`src/rtl/bus_pkg.sv`:
```
// rtl/bus_pkg.sv - shared types and defaults for the SRAM bus arbiter
//
// Contents:
//   ADDR_W_DEF / DATA_W_DEF  default address and data widths
//   RST_ENABLE               active level of rst
//   arb_state_e              arbiter FSM states
//   is_if_state()            true while the bus is owned by instruction fetch
package bus_pkg;

    localparam int ADDR_W_DEF = 32;
    localparam int DATA_W_DEF = 32;

    localparam logic RST_ENABLE = 1'b1;

    typedef enum logic [2:0] {
        IDLE     = 3'd0,
        IF_ADDR  = 3'd1,
        IF_DATA  = 3'd2,
        MEM_ADDR = 3'd3,
        MEM_DATA = 3'd4
    } arb_state_e;

    function automatic logic is_if_state(input arb_state_e s);
        return (s == IF_ADDR) || (s == IF_DATA);
    endfunction

endpackage

```
`src/rtl/sram_bus_arbiter_if.sv`:
```
// rtl/sram_bus_arbiter_if.sv - SRAM-like memory bus between arbiter and memory slave
//
// Signals:
//   req      address-phase valid (arbiter -> slave)
//   we       1 = store, 0 = load
//   sel      byte enables, DATA_W/8 bits
//   addr     access address
//   wdata    store data
//   addr_ok  slave accepted the address this cycle
//   data_ok  slave completed the data phase this cycle
//   rdata    read data, valid with data_ok
// Modports: master (arbiter side), slave (memory side).
interface sram_bus_arbiter_if
    import bus_pkg::*;
#(
    parameter int ADDR_W = ADDR_W_DEF,
    parameter int DATA_W = DATA_W_DEF
) ();

    logic                  req;
    logic                  we;
    logic [DATA_W/8-1:0]   sel;
    logic [ADDR_W-1:0]     addr;
    logic [DATA_W-1:0]     wdata;
    logic                  addr_ok;
    logic                  data_ok;
    logic [DATA_W-1:0]     rdata;

    modport master (
        output req, we, sel, addr, wdata,
        input  addr_ok, data_ok, rdata
    );

    modport slave (
        input  req, we, sel, addr, wdata,
        output addr_ok, data_ok, rdata
    );

endinterface

```
`src/rtl/arb_port_hold.sv`:
```
// rtl/arb_port_hold.sv - per-requester completion flag and read-data holding register
//
// Ports:
//   clk, rst   clock, synchronous active-high reset
//   set_done   access completed this cycle (wins over clr_done)
//   clr_done   owning pipeline stage advances this cycle
//   load       capture data_in into the holding register
//   data_in    read data from the bus
//   done       completion flag, held until the stage advances
//   rdata      last captured read data
module arb_port_hold
    import bus_pkg::*;
#(
    parameter int DATA_W = DATA_W_DEF
) (
    input  logic              clk,
    input  logic              rst,
    input  logic              set_done,
    input  logic              clr_done,
    input  logic              load,
    input  logic [DATA_W-1:0] data_in,
    output logic              done,
    output logic [DATA_W-1:0] rdata
);

    always_ff @(posedge clk) begin
        if (rst == RST_ENABLE) begin
            done  <= 1'b0;
            rdata <= '0;
        end else begin
            if (set_done) begin
                done <= 1'b1;
            end else if (clr_done) begin
                done <= 1'b0;
            end
            if (load) begin
                rdata <= data_in;
            end
        end
    end

endmodule

```
`src/rtl/sram_bus_arbiter.sv`:
```
// rtl/sram_bus_arbiter.sv - shares one SRAM-like bus between instruction fetch and data access
//
// Ports:
//   clk, rst                 clock, synchronous active-high reset
//   stall[5:0]               pipeline stall vector, [pc,if,id,ex,mem,wb] = bits [0..5]
//   flush                    cancels an outstanding fetch
//   if_req/if_addr           fetch request, held until if_stallreq drops
//   if_rdata/if_stallreq     fetched word and fetch stall request
//   mem_req/we/sel/addr/wdata data request, held until mem_stallreq drops
//   mem_rdata/mem_stallreq   load data and data stall request
//   bus                      master side of the memory bus
//
// Each access is an address phase (req held until addr_ok) followed by a data
// phase (wait for data_ok). MEM wins over IF when both are pending in IDLE.
module sram_bus_arbiter
    import bus_pkg::*;
#(
    parameter int ADDR_W = ADDR_W_DEF,
    parameter int DATA_W = DATA_W_DEF
) (
    input  logic                clk,
    input  logic                rst,
    input  logic [5:0]          stall,
    input  logic                flush,
    input  logic                if_req,
    input  logic [ADDR_W-1:0]   if_addr,
    output logic [DATA_W-1:0]   if_rdata,
    output logic                if_stallreq,
    input  logic                mem_req,
    input  logic                mem_we,
    input  logic [DATA_W/8-1:0] mem_sel,
    input  logic [ADDR_W-1:0]   mem_addr,
    input  logic [DATA_W-1:0]   mem_wdata,
    output logic [DATA_W-1:0]   mem_rdata,
    output logic                mem_stallreq,
    sram_bus_arbiter_if.master  bus
);

    localparam int SEL_W = DATA_W / 8;

    arb_state_e          state;
    logic                bus_req_q;
    logic                bus_we_q;
    logic [SEL_W-1:0]    bus_sel_q;
    logic [ADDR_W-1:0]   bus_addr_q;
    logic [DATA_W-1:0]   bus_wdata_q;
    logic                discard;

    logic                if_done;
    logic                mem_done;

    logic                mem_grant;
    logic                if_grant;
    logic                if_complete;
    logic                if_keep;
    logic                mem_complete;

    // Only the IF and MEM advance bits matter here.
    logic                unused_stall;
    assign unused_stall = &{1'b0, stall[0], stall[3:2], stall[5]};

    assign mem_grant    = (state == IDLE) && mem_req && !mem_done;
    assign if_grant     = (state == IDLE) && !mem_grant && if_req && !if_done;
    assign if_complete  = (state == IF_DATA) && bus.data_ok;
    assign mem_complete = (state == MEM_DATA) && bus.data_ok;
    // A fetch flushed earlier (discard) or in its completion cycle is dropped.
    assign if_keep      = if_complete && !discard && !flush;

    always_ff @(posedge clk) begin
        if (rst == RST_ENABLE) begin
            state       <= IDLE;
            bus_req_q   <= 1'b0;
            bus_we_q    <= 1'b0;
            bus_sel_q   <= '0;
            bus_addr_q  <= '0;
            bus_wdata_q <= '0;
            discard     <= 1'b0;
        end else begin
            unique case (state)
                IDLE: begin
                    if (mem_grant) begin
                        state       <= MEM_ADDR;
                        bus_req_q   <= 1'b1;
                        bus_we_q    <= mem_we;
                        bus_sel_q   <= mem_sel;
                        bus_addr_q  <= mem_addr;
                        bus_wdata_q <= mem_wdata;
                    end else if (if_grant) begin
                        state      <= IF_ADDR;
                        bus_req_q  <= 1'b1;
                        bus_we_q   <= 1'b0;
                        bus_sel_q  <= '1;
                        bus_addr_q <= if_addr;
                    end
                end
                IF_ADDR, MEM_ADDR: begin
                    if (bus.addr_ok) begin
                        bus_req_q <= 1'b0;
                        state     <= (state == IF_ADDR) ? IF_DATA : MEM_DATA;
                    end
                end
                IF_DATA, MEM_DATA: begin
                    if (bus.data_ok) begin
                        state <= IDLE;
                    end
                end
                default: begin
                    state     <= IDLE;
                    bus_req_q <= 1'b0;
                end
            endcase

            // The bus access cannot be aborted, so a flushed fetch still runs
            // to data_ok; discard remembers to drop its result.
            if (if_complete) begin
                discard <= 1'b0;
            end else if (flush && is_if_state(state)) begin
                discard <= 1'b1;
            end
        end
    end

    assign bus.req   = bus_req_q;
    assign bus.we    = bus_we_q;
    assign bus.sel   = bus_sel_q;
    assign bus.addr  = bus_addr_q;
    assign bus.wdata = bus_wdata_q;

    arb_port_hold #(.DATA_W(DATA_W)) u_if_hold (
        .clk      (clk),
        .rst      (rst),
        .set_done (if_keep),
        .clr_done (!stall[1] || flush),
        .load     (if_keep),
        .data_in  (bus.rdata),
        .done     (if_done),
        .rdata    (if_rdata)
    );

    // Stores complete without touching the load-data register.
    arb_port_hold #(.DATA_W(DATA_W)) u_mem_hold (
        .clk      (clk),
        .rst      (rst),
        .set_done (mem_complete),
        .clr_done (!stall[4]),
        .load     (mem_complete && !bus_we_q),
        .data_in  (bus.rdata),
        .done     (mem_done),
        .rdata    (mem_rdata)
    );

    assign if_stallreq  = if_req && !if_done;
    assign mem_stallreq = mem_req && !mem_done;

endmodule
```
`src/flat_wrapper.sv`:
```
// flat-port wrapper written by rule: the top's interface ports become plain ports
module sram_bus_arbiter_flat import bus_pkg::*;
#(
    parameter int ADDR_W = ADDR_W_DEF,
    parameter int DATA_W = DATA_W_DEF
)
  (clk, rst, stall, flush, if_req, if_addr, if_rdata, if_stallreq, mem_req, mem_we, mem_sel, mem_addr, mem_wdata, mem_rdata, mem_stallreq, bus_req, bus_we, bus_sel, bus_addr, bus_wdata, bus_addr_ok, bus_data_ok, bus_rdata);
  sram_bus_arbiter_if #(.ADDR_W(ADDR_W), .DATA_W(DATA_W)) bus_i ();
  input  logic clk;
  input  logic rst;
  input  logic [5:0] stall;
  input  logic flush;
  input  logic if_req;
  input  logic [ADDR_W-1:0] if_addr;
  output logic [DATA_W-1:0] if_rdata;
  output logic if_stallreq;
  input  logic mem_req;
  input  logic mem_we;
  input  logic [DATA_W/8-1:0] mem_sel;
  input  logic [ADDR_W-1:0] mem_addr;
  input  logic [DATA_W-1:0] mem_wdata;
  output logic [DATA_W-1:0] mem_rdata;
  output logic mem_stallreq;
  output wire logic [$bits(bus_i.req)-1:0] bus_req;
  output wire logic [$bits(bus_i.we)-1:0] bus_we;
  output wire logic [$bits(bus_i.sel)-1:0] bus_sel;
  output wire logic [$bits(bus_i.addr)-1:0] bus_addr;
  output wire logic [$bits(bus_i.wdata)-1:0] bus_wdata;
  input wire logic [$bits(bus_i.addr_ok)-1:0] bus_addr_ok;
  input wire logic [$bits(bus_i.data_ok)-1:0] bus_data_ok;
  input wire logic [$bits(bus_i.rdata)-1:0] bus_rdata;
  assign bus_req = bus_i.req;
  assign bus_we = bus_i.we;
  assign bus_sel = bus_i.sel;
  assign bus_addr = bus_i.addr;
  assign bus_wdata = bus_i.wdata;
  assign bus_i.addr_ok = bus_addr_ok;
  assign bus_i.data_ok = bus_data_ok;
  assign bus_i.rdata = bus_rdata;
  sram_bus_arbiter #(.ADDR_W(ADDR_W), .DATA_W(DATA_W)) u_core (.clk(clk), .rst(rst), .stall(stall), .flush(flush), .if_req(if_req), .if_addr(if_addr), .if_rdata(if_rdata), .if_stallreq(if_stallreq), .mem_req(mem_req), .mem_we(mem_we), .mem_sel(mem_sel), .mem_addr(mem_addr), .mem_wdata(mem_wdata), .mem_rdata(mem_rdata), .mem_stallreq(mem_stallreq), .bus(bus_i));
endmodule
```
`config.mk`:
```
export PLATFORM = sky130hd
export DESIGN_NAME = sram_bus_arbiter_flat
export DESIGN_NICKNAME = d
export VERILOG_FILES = /design/src/rtl/bus_pkg.sv /design/src/rtl/sram_bus_arbiter_if.sv /design/src/rtl/arb_port_hold.sv /design/src/rtl/sram_bus_arbiter.sv /design/src/flat_wrapper.sv
export SDC_FILE = /design/constraint.sdc
export NUM_CORES = 1
export LEC_CHECK = 0
export CORE_MARGIN = 2
export CORE_UTILIZATION = 36
export DETAILED_ROUTE_END_ITERATION = 16
export PLACE_DENSITY = 0.81
export SLEW_MARGIN = 20
export SYNTH_ARGS = -nofsm -noshare
export SYNTH_HDL_FRONTEND = slang
export SYNTH_HIERARCHICAL = 1
export SYNTH_SLANG_ARGS = --single-unit
```
`constraint.sdc`:
```
create_clock -name clk -period 1.4 [get_ports clk]
set_input_delay 0.14 -clock clk [delete_from_list [all_inputs] [get_ports clk]]
set_output_delay 0.14 -clock clk [all_outputs]
set_load 0.1 [all_outputs]
```
==> results of run 1 <==
[Yosys cell counts (2+ instances only)]
cell	number
dfxtp_1	140
nand2_1	129
o22ai_1	4
nand2b_1	4
buf_12	6
buf_2	9
nor3_1	2
a311oi_2	21
nor2_1	106
mux2i_1	65
buf_4	2
clkbuf_1	21
nor2b_1	2
buf_6	9
a311oi_1	12
a21oi_1	37
nand3_1	2
inv_1	5
[state kept, by name, indices dropped and copies added, names as in the netlist]
name and flops:
u_core/bus.addr 32, u_core/bus.wdata 32, u_core/u_if_hold/rdata 32, u_core/u_mem_hold/rdata 32
u_core/bus.sel 4, u_core/state 3, u_core/bus.req 1, u_core/bus.we 1
u_core/discard 1, u_core/u_if_hold/done 1, u_core/u_mem_hold/done 1
[critical path: cells and delay by family, from the launching register on]
kind / cells / cell delay [ns]
buffers and inverters: 2 / 0.31
DFF: 1 / 0.37
muxes: 1 / 0.24
and+or+nand+nor: 4 / 0.56
[layer usage]
layer  track usage (%)  part of all wire (%)  up-vias  wire length, um
met5                 0                     0        -                0
met4             7.757                   2.6        0              557
met3             6.616                   7.5       43             1635
met2             38.41                    53      269            11410
met1             25.10                    37     2695             8089
li1                  -                     -     2623                -
[placed cells by master, fill, tap and decap left out, types with 3 or more instances in the layout]
master and n:
dfxtp_2 3, dfxtp_4 3, a21oi_2 29, buf_16 3, dfxtp_1 134, nand2b_1 3
nor2_1 103, inv_1 5, buf_12 151, nand2_1 101, buf_4 29, clkbuf_16 28
nand2_4 19, o22ai_2 4, clkdlybuf4s50_1 140, mux2i_1 56, mux2i_2 5, buf_6 11
a311oi_2 31, clkinvlp_4 4, mux2i_4 4, nand2_2 8, clkbuf_1 3, a21oi_1 8
[stage by stage]
step                      utilization [%]  worst slack [ns]  total power, mW  TNS (ns)  instance area (um2)
after CTS                           71.18           -0.1120            13.91    -4.940                10740
after floorplan                         -           -0.2195            7.362    -8.508                 5552
after detailed placement            65.74           -0.3170            9.305    -23.65                 9920
final                               77.17           -0.2005            14.51    -6.451                11640
after global routing                77.17           -0.2296            14.95    -13.72                11640
after global placement              65.74           -0.2113            9.245    -18.20                 9920
[worst min-delay path by stage]
stage                     cells after the start                      to     startpoint
after floorplan                               1          u_core/discard    bus_data_ok
after global placement                        2  u_core/u_mem_hold/done            rst
after detailed placement                      2  u_core/u_mem_hold/done            rst
after CTS                                     3     u_core/bus.wdata[8]   mem_wdata[8]
after global routing                          3    u_core/bus.wdata[14]  mem_wdata[14]
final                                         3     u_core/bus.wdata[5]   mem_wdata[5]
[cell families (layout without fill, tap and decap cells)]
| kind of cell | after synthesis | after routing |
|---|---|---|
| AOI/OAI and AO/OA | 79 | 79 |
| buffers and inverters | 54 | 385 |
| and+or+nand+nor | 250 | 250 |
| DFF | 140 | 140 |
| xor gates and xnor gates | 2 | 2 |
| muxes | 65 | 65 |
[what timing repair did]
item,4_1_cts,5_1_grt
endpoints found under the hold margin,3,0
gates resized for setup,20,122
cloned,3,15
setup endpoints to repair,111,135
hold buffers,1,0
setup buffers,13,9
pin swaps,10,64
[report_power, final]
| group | leakage (nW) | switching, mW | total [mW] | internal (mW) |
|---|---|---|---|---|
| Sequential | 1.15 | 0.321 | 4.59 | 4.27 |
| Combinational | 3.04 | 3.15 | 5.40 | 2.25 |
| Clock | 0.272 | 1.82 | 4.52 | 2.70 |
[layout make-up]
type	count	area [um2]	share of cell area, %
Clock buffer	21	450.4	3.868
Clock inverter	11	136.4	1.171
Inverter	6	25.02	0.2149
Multi-Input combinational cell	396	2831	24.32
Sequential cell	140	2818	24.20
Tap cell	188	235.2	2.020
Timing Repair Buffer	347	5149	44.21
==> results.yml, run 1 <==
outcome:
  failed_checks: "setup timing"
  status: "complete, but fails checks"
synthesis:
  yosysWarningCount: 6
  synth_edf_count: 0
  synthMuxAreaShare_pct: 11.83
  synth_flop_cell: "dfxtp_1"
  synth_cells: 590
  synth.avg_cell_area_um2: 9.320
  synth_fa_ha_area_share_pct: 0
  synth_top_family_by_area: "simple AND/OR/NAND/NOR gates"
  synth_top_cell_area_share_pct: 50.97
  synth-seq-cells: 140
  synth_fp_nets: 736
  synth_async_sr_flop_share_pct: 0
  synth.area.top_cells: "dfxtp_1 (51%), mux2i_1 (12%), nand2_1 (8.8%), nor2_1 (7.2%), a311oi_2 (5.7%)"
  ys_seq_area_share_pct: 50.97
  yosysUniqueCellTypes: 32
  synth_area_mm2: 0.005499
  synth_compound_area_share_pct: 12.10
  synth.largest_area_cell: "dfxtp_1"
  synthSimpleGateAreaFrac_pct: 17.75
  yosys.area_share.xor_xnor_pct: 0.3185
worst_setup_path:
  criticalPathCategory: "reg -> reg"
  end_kind: "flip-flop"
  arrival_ns: 1.90
  startpoint_type: "flip-flop"
  cp_slowest_stage_delay_ns: 0.37
  setup.worst_path.end: "u_core/u_mem_hold/rdata[31]"
  cp_cell_sequence: "nor2_4, and3_4, nor2b_4, buf_12, clkbuf_16, mux2i_1, nor2_1"
  r2r-end: "u_core/u_mem_hold/rdata[31]"
  reg2reg_from: "u_core/state[0]"
  cp_max_fo: 6
  reg2reg_slack_ns: -0.20
  critPathLaunch: "u_core/state[0]"
  crit_path_top_delay_cell: "dfxtp_4"
  rr_worst_depth: 7
  crit_required_ns: 1.70
timing:
  fin_crit_ns: 1.601
  setup_violations: 99
  worst_pin_slew_ns: 0.4892
  grt_setup_unrepaired: "yes"
  setup_ws_ns: -0.2005
  finalHoldViolations: 0
  holdWs_ns: 0.2814
  finClkSkew_ns: 0.01553
  maxSlewHeadroom_pct: 67.38
  maxSlewViolCount: 0
  fmax_mhz: 624.8
  finalCritPeriodShare_pct: 114.3
clock_tree:
  cts_tree: "built"
  cts.sinks: 140
  cts.path.max_buffers: 2
  clockRootBuffer: "clkbuf_16"
  htreeDepth: 4
  clock_latency_ns: 0.42
  cts_buffers: 17
  path_clk_slew_ns: 0.06
layout:
  drive_gt1_share_pct: 38.55
  final.fill_count: 898
  antenna_cells: 0
  nets: 1054
  final_cells: 1109
  syn2layout_area_growth_pct: 111.8
drt:
  dr.first_iter.drc_count: 253
  num_vias: 5630
  ant_nets: 0
  dr.pass1.iters: 5
  wirelength_um: 21690
  wire_per_inst_um: 19.56
  via_per_inst: 5.077
  drt_drc_violations_left: 0
pwr:
  vdd_ir_drop_max_mv: 0.8284
  p_leak_nw: 4.458
  cellPowerDensity_mw_per_mm2: 1246
global_route:
  grt.total_usage_pct: 21.84
  first_global_vias: 5362
  grt_antenna_before_repair: 0
  grt_start_max_net_pins: 58
  overflow: 0
  grt_pass1_wl_um: 27870
floorplan:
  core_mm2: 0.01509
  die_width_um: 127.6
  die_area_mm2: 0.01628
  pin_count: 282
  die_h_um: 127.6
  initial_core_util_pct: 36.44
  floorplan.rows: 45
min_path:
  hold_class: "in -> reg"
run:
  max-cap-violations: 0
placement:
  dp.cells: 1038
  portBuffers: 277
  dp_hpwl_um: 12380
  gp_congestion: 0.7823
Power figures use the tool's default switching activity.
==> run 2, diff against run 1 <==
Settings changed: CTS_CLUSTER_DIAMETER set to 40, PLACE_DENSITY 0.81 to 0.77.
==> run 2 against run 1 <==
Against the previous run:
- the run still ends with setup timing left
- die area unchanged
- maximum frequency up 1.7%
- total power shrank 5.5%
- final cell count is 1.6% lower
- critical path type unchanged
- critical endpoint is now u_core/u_mem_hold/rdata[5]
- largest cell class unchanged
- highest routed layer unchanged
==> results.yml, run 2 (synthesis results as in run 1) <==
outcome:
  status: "complete, but fails checks"
  failed_checks: "setup timing"
timing:
  finalSetupTns_ns: -5.689
  setup_ws_ns: -0.1741
  fin_crit_ns: 1.574
  maxSlewHeadroom_pct: 76.02
  maxSlewViolCount: 0
  grt_setup_unrepaired: "yes"
  finClkSkew_ns: 0.01146
  worst_pin_slew_ns: 0.3598
  setup_violations: 76
  finalCritPeriodShare_pct: 112.4
  finalHoldViolations: 0
  fmax_mhz: 635.3
worst_setup_path:
  crit_required_ns: 1.69
  critPathLaunch: "u_core/state[0]"
  startpoint_type: "flip-flop"
  reg2reg_from: "u_core/state[0]"
  arrival_ns: 1.86
  cp_max_fo: 5
  crit_path_top_delay_cell: "dfxtp_4"
  cp_cell_sequence: "nor2_4, and3_4, nor2b_4, buf_6, buf_12, mux2i_1, nor2_1"
  end_kind: "flip-flop"
  cp_slowest_stage_delay_ns: 0.37
  criticalPathCategory: "reg -> reg"
placement:
  gp_congestion: 0.7855
  place_area_mm2: 0.009912
  portBuffers: 277
  dp_hpwl_um: 12550
layout:
  nets: 1036
  drive_gt1_share_pct: 29.68
  syn2layout_area_growth_pct: 98.41
  layout_common_cells: "buf_12 (148), clkdlybuf4s50_1 (140), dfxtp_1 (134)"
  final.fill_count: 1007
  fin_area_mm2: 0.01091
  final_core_util_pct: 72.31
  multi_input_area_mm2: 0.002422
  regArea_mm2: 0.002815
  final_common_cell: "buf_12"
  antenna_cells: 0
drt:
  dr.pass1.iters: 4
  ant_nets: 0
  wire_per_inst_um: 16.76
  num_vias: 5292
  dr.first_iter.drc_count: 210
  via_per_inst: 4.851
  drt_drc_violations_left: 0
  wirelength_um: 18280
pwr:
  pwr-share-comb_pct: 35.0
  vdd_ir_drop_max_mv: 1.028
  p_leak_nw: 4.150
  clockPowerShare_pct: 31.6
  power_frac_seq_pct: 33.4
  p_int_mw: 8.722
  p_switching_mw: 4.989
  swShare_pct: 36.39
  cellPowerDensity_mw_per_mm2: 1257
global_route:
  grt_start_max_net_pins: 37
  grt.total_usage_pct: 21.53
  first_global_vias: 5229
  overflow: 0
  grt_pass1_wl_um: 27450
  grt_antenna_before_repair: 0
floorplan:
  core_mm2: 0.01509
  die_width_um: 127.6
  die_h_um: 127.6
  initial_core_util_pct: 36.44
  floorplan.rows: 45
  pin_count: 282
  die_area_mm2: 0.01628
clock_tree:
  cts_hold_buf: 0
  clockRootBuffer: "clkbuf_16"
  cts.path.max_buffers: 2
  cts_tree: "built"
  path_clk_slew_ns: 0.06
  clock_latency_ns: 0.42
  cts_buffers: 17
  htreeDepth: 4
  cts.sinks: 140
run:
  max-cap-violations: 0
min_path:
  hold_class: "in -> reg"
  hold_start: "rst"
[run 2: cell count changes in the layout (fill, tap and decap cells not counted), moves of 8 or more]
| cell | delta |
|---|---|
| a21oi_1 | +29 |
| a21oi_2 | -29 |
| a311oi_1 | +8 |
| a311oi_2 | -8 |
| nand2_1 | +28 |
| nand2_2 | -8 |
| nand2_4 | -19 |
[run 2: path summary, 6_finish.rpt]
path                                  to  slack [ns]  depth (start not counted)
max reg2reg   u_core/u_mem_hold/rdata[5]       -0.17                          7
min          u_core/u_mem_hold/rdata[21]        0.07                          2
max           u_core/u_mem_hold/rdata[5]       -0.17                          7
min reg2reg       u_core/u_mem_hold/done        0.48                          2
[run 2: final cells by class]
cell class,count,area share [%]
timing repair buffer,329,44.33
sequential,140,25.80
multi-input combinational,396,22.20
clock buffer,18,4.025
tap,188,2.156
clock inverter,14,1.250
inverter,6,0.2294
[run 2: layer usage]
metal	track usage, %	part of all wire (%)	vias up
met2	37.97	53	213
met5	0	0	-
met4	6.852	1.0	0
met3	7.998	8.5	18
met1	24.08	38	2489
li1	-	-	2572
[run 2: critical path, delay by kind of cell (launching register included)]
family / cells / cell delay [ns]
buf+inv: 2 / 0.26
flops: 1 / 0.37
mux: 1 / 0.26
simple gates: 4 / 0.56
[run 2: what timing repair did]
action | CTS | global route
cloned | 2 | 6
setup buffers | 9 | 6
pin swaps | 1 | 9
gates resized for setup | 13 | 22
endpoints found under the setup margin | 100 | 137
[run 2: through the flow]
step / total power [mW] / worst slack (ns) / cells / hold slack [ns]
5_1_grt: 14.23 / -0.2223 / 1091 / 0.06601
3_3_place_gp: 9.243 / -0.2560 / 1037 / 0.4582
4_1_cts: 13.77 / -0.1149 / 1079 / 0.05379
2_1_floorplan: 7.362 / -0.2195 / 590 / 0.2565
3_5_place_dp: 9.300 / -0.3493 / 1037 / 0.4608
6_report: 13.71 / -0.1741 / 1091 / 0.06644
[run 2: power groups by stage]
| stage | clock [mW] | combinational (mW) | sequential, mW |
|---|---|---|---|
| 5_1_grt | 4.62 | 4.99 | 4.62 |
| 2_1_floorplan | 0 | 0.951 | 6.41 |
| 3_5_place_dp | 0 | 4.64 | 4.66 |
| 6_report | 4.34 | 4.79 | 4.58 |
| 4_1_cts | 4.43 | 4.75 | 4.58 |
| 3_3_place_gp | 0 | 4.59 | 4.65 |
